File: config.mk
export PLATFORM = sky130hd
export DESIGN_NAME = div_32bit_seq_flat
export DESIGN_NICKNAME = d
export VERILOG_FILES = /design/src/rtl/div_32bit_seq_pkg.sv /design/src/rtl/div_32bit_seq_if.sv /design/src/rtl/div_32bit_seq_restoring_step.sv /design/src/rtl/div_32bit_seq.sv /design/src/flat_wrapper.sv
export SDC_FILE = /design/constraint.sdc
export NUM_CORES = 1
export LEC_CHECK = 0
export BUFFER_PORTS_ARGS = -buffer_cell sky130_fd_sc_hd__buf_2
export CORE_UTILIZATION = 40
export DETAILED_ROUTE_END_ITERATION = 8
export PLACE_DENSITY = 0.67
export REMOVE_ABC_BUFFERS = 1
export SYNTH_ARGS = -nofsm -noshare
export SYNTH_HDL_FRONTEND = slang
export SYNTH_HIERARCHICAL = 1
export SYNTH_SLANG_ARGS = --single-unit
File: constraint.sdc
create_clock -name clk -period 3.9 [get_ports clk]
set_input_delay 0 -clock clk [delete_from_list [all_inputs] [get_ports clk]]
set_output_delay 0 -clock clk [all_outputs]
set_load 0.01 [all_outputs]
File: src/rtl/div_32bit_seq_pkg.sv
// Shared definitions for the sequential 32-bit restoring divider.
//   DivWidth    : default operand/result width
//   DivCntWidth : width of the iteration counter for DivWidth
//   div_state_e : control FSM states
package div_32bit_seq_pkg;

  localparam int unsigned DivWidth    = 32;
  localparam int unsigned DivCntWidth = $clog2(DivWidth) + 1;

  typedef enum logic [2:0] {
    StIdle,
    StPrep,
    StCalc,
    StFix,
    StDone
  } div_state_e;

endpackage

File: src/rtl/div_32bit_seq_if.sv
// Request/response bundle for the sequential divider.
//   start, signed_mode, op_a, op_b : request, driven by the master
//   busy, done, div_by_zero        : status, driven by the divider
//   quotient_out, remainder_out    : results, stable while done=1
interface div_32bit_seq_if
  import div_32bit_seq_pkg::*;
#(
  parameter int unsigned WIDTH = DivWidth
) ();

  logic             start;
  logic             signed_mode;
  logic [WIDTH-1:0] op_a;
  logic [WIDTH-1:0] op_b;
  logic             busy;
  logic             done;
  logic             div_by_zero;
  logic [WIDTH-1:0] quotient_out;
  logic [WIDTH-1:0] remainder_out;

  modport master (
    output start, signed_mode, op_a, op_b,
    input  busy, done, div_by_zero, quotient_out, remainder_out
  );

  modport slave (
    input  start, signed_mode, op_a, op_b,
    output busy, done, div_by_zero, quotient_out, remainder_out
  );

endinterface

File: src/rtl/div_32bit_seq_restoring_step.sv
// One combinational restoring-division iteration.
//   rem      : partial remainder (always < divisor)
//   dq       : dividend shift register; quotient bits fill in from the LSB
//   divisor  : divisor magnitude
//   next_rem : partial remainder after the trial subtraction/restore
//   next_dq  : shift register with the new quotient bit appended
//   q_bit    : quotient bit produced by this iteration
module div_restoring_step #(
  parameter int unsigned WIDTH = 32
) (
  input  logic [WIDTH-1:0] rem,
  input  logic [WIDTH-1:0] dq,
  input  logic [WIDTH-1:0] divisor,
  output logic [WIDTH-1:0] next_rem,
  output logic [WIDTH-1:0] next_dq,
  output logic             q_bit
);

  logic [WIDTH:0]   shifted;
  logic [WIDTH-1:0] diff;

  assign shifted = {rem, dq[WIDTH-1]};
  assign q_bit   = (shifted >= {1'b0, divisor});
  // rem < divisor keeps the true difference below 2^WIDTH, so the low bits suffice.
  assign diff     = shifted[WIDTH-1:0] - divisor;
  assign next_rem = q_bit ? diff : shifted[WIDTH-1:0];
  assign next_dq  = {dq[WIDTH-2:0], q_bit};

endmodule

File: src/rtl/div_32bit_seq.sv
// Sequential restoring integer divider, one quotient bit per cycle.
//   clk   : clock, all state on the rising edge
//   reset : synchronous active-high reset
//   bus   : request (start/signed_mode/op_a/op_b) and registered results
//           (busy/done/div_by_zero/quotient_out/remainder_out)
// Results truncate toward zero; the remainder takes the dividend's sign.
module div_32bit_seq
  import div_32bit_seq_pkg::*;
#(
  parameter int unsigned WIDTH = DivWidth
) (
  input  logic            clk,
  input  logic            reset,
  div_32bit_seq_if.slave  bus
);

  localparam int unsigned     CntW    = $clog2(WIDTH) + 1;
  localparam logic [CntW-1:0] LastCnt = CntW'(WIDTH - 1);

  div_state_e       state_q;
  logic             signed_q;
  logic             q_neg_q;
  logic             r_neg_q;
  logic             dbz_q;
  logic [CntW-1:0]  count_q;
  logic [WIDTH-1:0] rem_q;
  logic [WIDTH-1:0] dq_q;
  logic [WIDTH-1:0] divisor_q;

  logic             busy_q;
  logic             done_q;
  logic             div_by_zero_q;
  logic [WIDTH-1:0] quotient_q;
  logic [WIDTH-1:0] remainder_q;

  logic             sign_a;
  logic             sign_b;
  logic [WIDTH-1:0] a_mag;
  logic [WIDTH-1:0] b_mag;
  logic [WIDTH-1:0] step_rem;
  logic [WIDTH-1:0] step_dq;
  logic             step_qbit;

  // Magnitudes of the latched operands; -2^(W-1) maps to itself, which is
  // exactly the unsigned magnitude the core needs.
  always_comb begin
    sign_a = signed_q & dq_q[WIDTH-1];
    sign_b = signed_q & divisor_q[WIDTH-1];
    a_mag  = sign_a ? -dq_q : dq_q;
    b_mag  = sign_b ? -divisor_q : divisor_q;
  end

  div_restoring_step #(
    .WIDTH (WIDTH)
  ) u_step (
    .rem      (rem_q),
    .dq       (dq_q),
    .divisor  (divisor_q),
    .next_rem (step_rem),
    .next_dq  (step_dq),
    .q_bit    (step_qbit)
  );

  always_ff @(posedge clk) begin
    if (reset) begin
      state_q       <= StIdle;
      signed_q      <= 1'b0;
      q_neg_q       <= 1'b0;
      r_neg_q       <= 1'b0;
      dbz_q         <= 1'b0;
      count_q       <= '0;
      rem_q         <= '0;
      dq_q          <= '0;
      divisor_q     <= '0;
      busy_q        <= 1'b0;
      done_q        <= 1'b0;
      div_by_zero_q <= 1'b0;
      quotient_q    <= '0;
      remainder_q   <= '0;
    end else begin
      unique case (state_q)
        StIdle, StDone: begin
          if (bus.start) begin
            signed_q      <= bus.signed_mode;
            dq_q          <= bus.op_a;
            divisor_q     <= bus.op_b;
            busy_q        <= 1'b1;
            done_q        <= 1'b0;
            div_by_zero_q <= 1'b0;
            state_q       <= StPrep;
          end
        end
        StPrep: begin
          if (divisor_q == '0) begin
            // Divide-by-zero skips CALC but still passes through FIX so the
            // raw dividend and all-ones quotient are published unmodified.
            rem_q   <= dq_q;
            dq_q    <= '1;
            q_neg_q <= 1'b0;
            r_neg_q <= 1'b0;
            dbz_q   <= 1'b1;
            state_q <= StFix;
          end else begin
            dq_q      <= a_mag;
            divisor_q <= b_mag;
            rem_q     <= '0;
            count_q   <= '0;
            q_neg_q   <= sign_a ^ sign_b;
            r_neg_q   <= sign_a;
            dbz_q     <= 1'b0;
            state_q   <= StCalc;
          end
        end
        StCalc: begin
          rem_q   <= step_rem;
          dq_q    <= step_dq;
          count_q <= count_q + CntW'(1);
          if (count_q == LastCnt) begin
            state_q <= StFix;
          end
        end
        StFix: begin
          quotient_q    <= q_neg_q ? -dq_q : dq_q;
          remainder_q   <= r_neg_q ? -rem_q : rem_q;
          div_by_zero_q <= dbz_q;
          done_q        <= 1'b1;
          busy_q        <= 1'b0;
          state_q       <= StDone;
        end
        default: state_q <= StIdle;
      endcase
    end
  end

  assign bus.busy          = busy_q;
  assign bus.done          = done_q;
  assign bus.div_by_zero   = div_by_zero_q;
  assign bus.quotient_out  = quotient_q;
  assign bus.remainder_out = remainder_q;

endmodule
File: src/flat_wrapper.sv
// flat-port wrapper written by rule: the top's interface ports become plain ports
module div_32bit_seq_flat import div_32bit_seq_pkg::*;
#(
  parameter int unsigned WIDTH = DivWidth
)
  (clk, reset, bus_start, bus_signed_mode, bus_op_a, bus_op_b, bus_busy, bus_done, bus_div_by_zero, bus_quotient_out, bus_remainder_out);
  div_32bit_seq_if #(.WIDTH(WIDTH)) bus_i ();
  input  logic clk;
  input  logic reset;
  input wire logic [$bits(bus_i.start)-1:0] bus_start;
  input wire logic [$bits(bus_i.signed_mode)-1:0] bus_signed_mode;
  input wire logic [$bits(bus_i.op_a)-1:0] bus_op_a;
  input wire logic [$bits(bus_i.op_b)-1:0] bus_op_b;
  output wire logic [$bits(bus_i.busy)-1:0] bus_busy;
  output wire logic [$bits(bus_i.done)-1:0] bus_done;
  output wire logic [$bits(bus_i.div_by_zero)-1:0] bus_div_by_zero;
  output wire logic [$bits(bus_i.quotient_out)-1:0] bus_quotient_out;
  output wire logic [$bits(bus_i.remainder_out)-1:0] bus_remainder_out;
  assign bus_i.start = bus_start;
  assign bus_i.signed_mode = bus_signed_mode;
  assign bus_i.op_a = bus_op_a;
  assign bus_i.op_b = bus_op_b;
  assign bus_busy = bus_i.busy;
  assign bus_done = bus_i.done;
  assign bus_div_by_zero = bus_i.div_by_zero;
  assign bus_quotient_out = bus_i.quotient_out;
  assign bus_remainder_out = bus_i.remainder_out;
  div_32bit_seq #(.WIDTH(WIDTH)) u_core (.clk(clk), .reset(reset), .bus(bus_i));
endmodule
Word-level counts from Yosys, hierarchy flattened
Cells that the tools add are included.
{ "op_classes": {"addsub": 5, "n_reduce_logical": 13, "n_mux": 27, "bitwise_logic": 3, "eq_ne": 10, "order_cmp": 1} }
{ "op_table": {"columns": ["operator", "count"], "rows": [
  ["32-bit 2-to-1 mux", 10],
  ["32-bit one-hot mux with 2 select lines", 2],
  ["32-bit negator", 3],
  ["32-bit one-hot mux with 3 select lines", 1],
  ["33-bit by 32-bit >= comparator with 1-bit output", 1],
  ["32-bit logical NOT", 1],
  ["32-bit subtractor", 1],
  ["3-bit one-hot mux with 4 select lines", 1],
  ["6-bit one-hot mux with 2 select lines", 1],
  ["2-bit AND reduction", 4],
  ["6-bit by 1-bit adder with 6-bit output, second input constant", 1],
  ["3-bit by 2-bit == test with 1-bit output, second input constant", 2],
  ["6-bit by 5-bit == test with 1-bit output, second input constant", 1],
  ["1-bit 2-to-1 mux", 6],
  ["3-bit 2-to-1 mux", 2],
  ["6-bit 2-to-1 mux", 1],
  ["1-bit one-hot mux with 2 select lines", 3],
  ["2-bit nonzero test", 3],
  ["2-bit by 1-bit != test with 1-bit output, second input constant", 2],
  ["2-bit != test, second input constant", 2],
  ["4-bit AND reduction", 1],
  ["3-bit by 1-bit == test with 1-bit output, second input constant", 1],
  ["3-bit == test, second input constant", 1],
  ["3-bit logical NOT", 1],
  ["other kinds (6)", 7]
]} }
{ "totals": {"register_bits": 176, "output_inout_bits": 67} }

Longest topological paths before layout
{ "logic_depth": {"word_depth": 4, "mapped_depth": 17, "mapped_depth_nobuf": 13} }

Modules after synthesis
The synthesis kept the hierarchy.
{ "by_module_without_submodules": {"columns": ["mod", "area_each_um2", "cells_per_inst", "instances"], "rows": [
  ["div_32bit_seq", 10143.5, 1240, 1],
  ["div_restoring_step", 2571.2, 355, 1]
]} }

Least setup slack after synthesis
Ideal clock, no wire load.
{ "synth_timing": {"kind": "register -> register", "startpoint": "reg u_core.divisor_q[11]", "endpoint": "reg u_core.rem_q[21]", "slack_ps": 760, "setup_ps": 132, "arrival_time_ps": 3008, "period_less_slack_ps": 3140, "required_ps": 3768, "n_path_buf": 3, "stages_incl_launch_ff": 17, "path_cell_list": "dfxtp_1 -> inv_1 -> ha_1 -> buf_2 -> a21oi_1 -> a21oi_1 -> a31o_2 -> nor4b_4 -> o21ai_2 -> a31oi_4 -> o21a_4 -> inv_2 -> buf_6 -> buf_12 -> mux2_4 -> a22oi_1 -> a21oi_1"} }
{ "synth_between": {"elab_chain_len": 3, "elab_cells_between_ends": 6, "classes_between": "1 x add/sub; 1 x order compare; 3 x mux; 1 x reduce/logical"} }
{ "synth_rtl": {"columns": ["element", "line", "source"], "rows": [
  ["start: declaration", "div_32bit_seq.sv:28", "logic [WIDTH-1:0] divisor_q;"],
  ["start signal: assignment", "div_32bit_seq.sv:86", "divisor_q <= bus.op_b;"],
  ["start signal: assignment", "div_32bit_seq.sv:105", "divisor_q <= b_mag;"],
  ["33-bit by 32-bit >= comparator with 1-bit output", "div_32bit_seq_restoring_step.sv:23", "assign q_bit = (shifted >= {1'b0, divisor});"],
  ["via u_core.step_qbit", "div_32bit_seq.sv:42", "logic step_qbit;"],
  ["32-bit 2-to-1 mux", "div_32bit_seq_restoring_step.sv:26", "assign next_rem = q_bit ? diff : shifted[WIDTH-1:0];"],
  ["via u_core.step_rem[21]", "div_32bit_seq.sv:40", "logic [WIDTH-1:0] step_rem;"],
  ["32-bit one-hot mux with 2 select lines", "div_32bit_seq.sv:81", "unique case (state_q)"],
  ["end signal: assignment", "div_32bit_seq.sv:97", "rem_q <= dq_q;"],
  ["end signal: assignment", "div_32bit_seq.sv:115", "rem_q <= step_rem;"],
  ["end: declaration", "div_32bit_seq.sv:26", "logic [WIDTH-1:0] rem_q;"]
]} }
The timed path passes the listed nets, and every way through them passes these cells.
A chain may end at the register's enable or synchronous reset.

Final worst setup path
{ "layout_timing": {"startpoint": "reg u_core.divisor_q[11]", "endpoint": "reg u_core.rem_q[4]"} }
Same word-level chain as after synthesis.

==> flow_summary_export.csv <==
group,metric,value,unit
sta,slew_headroom,34.0,%
pwr,cellLeakagePower,5.76,nW
drt,drt_iter0_drc,1246,
worst_setup_path,worstReg2RegEnd,"u_core/rem_q[4]$_SDFFE_PP0N_",
yosys,yosysTopAreaCell,"dfxtp_1",
yosys,synth_area_leaders,"dfxtp_1, a21oi_1, xor2_1",
clocking,path_clk_slew,80,ps
pwr,powerDensity,751,nW/um^2
drt,drt-vias-per-instance,6.16,
worst_setup_path,crit_arrival,3960,ps
clocking,cts_root_buf,"clkbuf_16",
placed_design,dp.cells,2009,
placed_design,hpwl,29900,um
worst_setup_path,end_kind,"flip-flop",
worst_setup_path,worstSetupStartpoint,"u_core/divisor_q[11]$_SDFFE_PP0P_",
sta,setup_tns,0,ps
floorplanning,io-pin-count,135,
yosys,synth_top_area_share,27.7,%
floorplanning,start_util,41.1,%
layout,area_growth,15.4,%
job,drv_cap,0,
clocking,htree_levels,4,
yosys,syn_inst,1595,
layout,final_cells,2095,
layout,drive_gt1_share,18.8,%
pwr,vdd_drop_max,0.362,mV
yosys,syn_area,12700,sq um
floorplanning,fp.dieH,180,um
drt,routed_wl,42400,um
placed_design,place_congestion,0.945,
yosys,yosysSeqAreaShare,27.7,%
yosys,yosysMostFrequentCell,"dfxtp_1",
drt,ant_nets,0,
clocking,cts_buffers,17,
placed_design,port-buffer-count,134,
worst_setup_path,r2r_slack,220,ps
worst_hold_path,min_path_type,"input pin to flip-flop",
pwr,power,11.0,mW
clocking,cts_buffer_depth,2,
drt,route.detailed.drc,0,
sta,finalClockSkew,17.0,ps
yosys,synth_seq_cells,176,
layout,n_antenna_cell,0,
global_route,overflow,0,
yosys,yosys-top-cells-count,"dfxtp_1, a21oi_1, clkbuf_1",
clocking,post_cts_buffers,0,
sta,setup_viol,0,
drt,routedWlPerCell,20.2,um
floorplanning,die-area,32500,sq um
sta,finalMaxSlewViolations,0,
global_route,grt.total_usage,25.8,%
drt,vias,12904,
floorplanning,die_w,180,um
yosys,synth_edf_count,0,
yosys,synth_ff_type,"dfxtp_1",
layout,finalNetCount,1792,
clocking,clk_latency,440,ps
sta,rsz0062_at_grt,"no",
worst_setup_path,required,4180,ps
worst_setup_path,crit_fanout,29,
worst_setup_path,crit_type,"flip-flop to flip-flop",
placed_design,place_area,13600,sq um
worst_setup_path,cp-endpoint,"u_core/rem_q[4]$_SDFFE_PP0N_",
sta,period_share,94.3,%
yosys,yosys_warnings,6,
global_route,grt_pass1_wl,67200,um
layout,design_area,14700,sq um
drt,firstDrtPassIters,7,
worst_setup_path,worstSetupStartpointType,"flip-flop",
global_route,antenna_found_initial,0,
yosys,avgSynthCellArea,7.97,sq um
worst_setup_path,worstReg2RegStart,"u_core/divisor_q[11]$_SDFFE_PP0P_",
floorplanning,rows,64,
sta,hold_viol_final,0,
clocking,clock-sinks,176,
status,status,"completed",
sta,tightest_slew,990,ps
global_route,grt_max_degree,88,
global_route,grt_pass1_vias,12178,
worst_setup_path,reg2regPathDepth,13,
yosys,synthArstFlopShare,0,%
floorplanning,core,30900,sq um
sta,fmax,0.272,GHz
yosys,ys_types,92,
sta,fin_crit,3680,ps
clocking,cts_tree,"built",
how the worst min path moves through the flow:
stage / endpoint / from / cells past startpoint
after floorplan: u_core/dq_q[21]$_SDFFE_PP0P_ / reset / 1
after global placement: u_core/divisor_q[0]$_SDFFE_PP0P_ / bus_op_b[0] / 3
after detailed placement: u_core/divisor_q[0]$_SDFFE_PP0P_ / bus_op_b[0] / 3
after CTS: u_core/dq_q[6]$_SDFFE_PP0P_ / bus_op_a[6] / 4
after global routing: u_core/dq_q[6]$_SDFFE_PP0P_ / bus_op_a[6] / 4
final: u_core/dq_q[6]$_SDFFE_PP0P_ / bus_op_a[6] / 4
layout make-up:
cell class | count | area (sq um)
Clock inverter | 13 | 126
Clock buffer | 18 | 439
Inverter | 56 | 213
Tap cell | 396 | 495
Timing Repair Buffer | 247 | 1710
Multi-Input combinational cell | 1189 | 8170
Sequential cell | 176 | 3520
Fill cell | 3090 | 16200
power by group:
group / total, mW / leakage [nW] / switching (mW) / internal, mW
Combinational: 6.51 / 4.06 / 4.01 / 2.50
Sequential: 2.81 / 1.43 / 0.624 / 2.18
Clock: 1.70 / 0.266 / 0.800 / 0.905
Total: 11.0 / 5.76 / 5.43 / 5.59
worst max-delay path: stages, from the launching register on:
cell      delay (ps)
dfxtp_1          460
inv_1             80
ha_1             410
nand4_1          220
nor3_1           350
o211ai_1         190
nor4b_4          180
o21ai_2          180
a31oi_4          130
o21a_4           280
inv_4            340
mux2_2           390
a22oi_1          210
a21oi_1           90
flip-flops by register name, indices dropped and copies added (netlist names), 3 cells and up:
signal / count
u_core/divisor_q: 32
u_core/bus.remainder_out: 32
u_core/dq_q: 32
u_core/state_q: 3
u_core/bus.quotient_out: 32
u_core/rem_q: 32
u_core/count_q: 6
what timing repair did:
action	in CTS	in global routing
endpoints found under the setup margin	0	28
endpoints found under the hold margin	56	0
gates resized for setup	0	2
hold buffers	55	0
per-layer routing:
layer | global-route usage (%) | up-vias | part of all wire [%]
met2 | 42.0 | 563 | 46
li1 | - | 6118 | -
met1 | 34.9 | 6147 | 44
met4 | 8.21 | 0 | 2.4
met5 | 0 | - | 0
met3 | 3.82 | 76 | 7.1
cells in the final DEF (no fill, tap or decap), drive strengths merged, types with 11 or more instances in the layout:
cell type    count
and2            12
or4             21
nand4           22
ha              36
nand3           32
nor4            33
nor2b           12
o41ai           24
dlygate4sd3     55
nand2          108
buf            192
a21o            16
xnor2           32
or3             16
o21ai          100
mux2            30
a22oi           44
a22o            20
xor2            62
o31ai           42
a311oi          14
clkbuf          18
a21oi          153
a211oi          41
nor2           102
nor3            49
inv             61
nor3b           11
a31oi           16
dfxtp          176
cell families (layout without fill, tap and decap cells):
| kind of cell | count (synthesis) | after routing | share of synthesized area, % |
|---|---|---|---|
| flops | 176 | 176 | 27.7 |
| compound gates | 562 | 562 | 30.6 |
| mux | 40 | 40 | 3.71 |
| buf+inv | 230 | 334 | 8.29 |
| simple gates | 456 | 456 | 19.5 |
| xor+xnor | 94 | 94 | 6.48 |
| fa+ha+maj | 37 | 37 | 3.70 |
per-stage QoR:
| stage | worst slack, ps | hold slack [ps] | util [%] |
|---|---|---|---|
| after floorplan | -1890 | 67.9 | - |
| after global placement | 285 | 228 | 43.9 |
| after detailed placement | 74.7 | 236 | 43.9 |
| after CTS | 43.0 | 2.61 | 47.5 |
| after global routing | 24.3 | 28.3 | 47.5 |
| final | 221 | 22.4 | 47.5 |
Note: power is estimated with default switching activity, not from simulation.
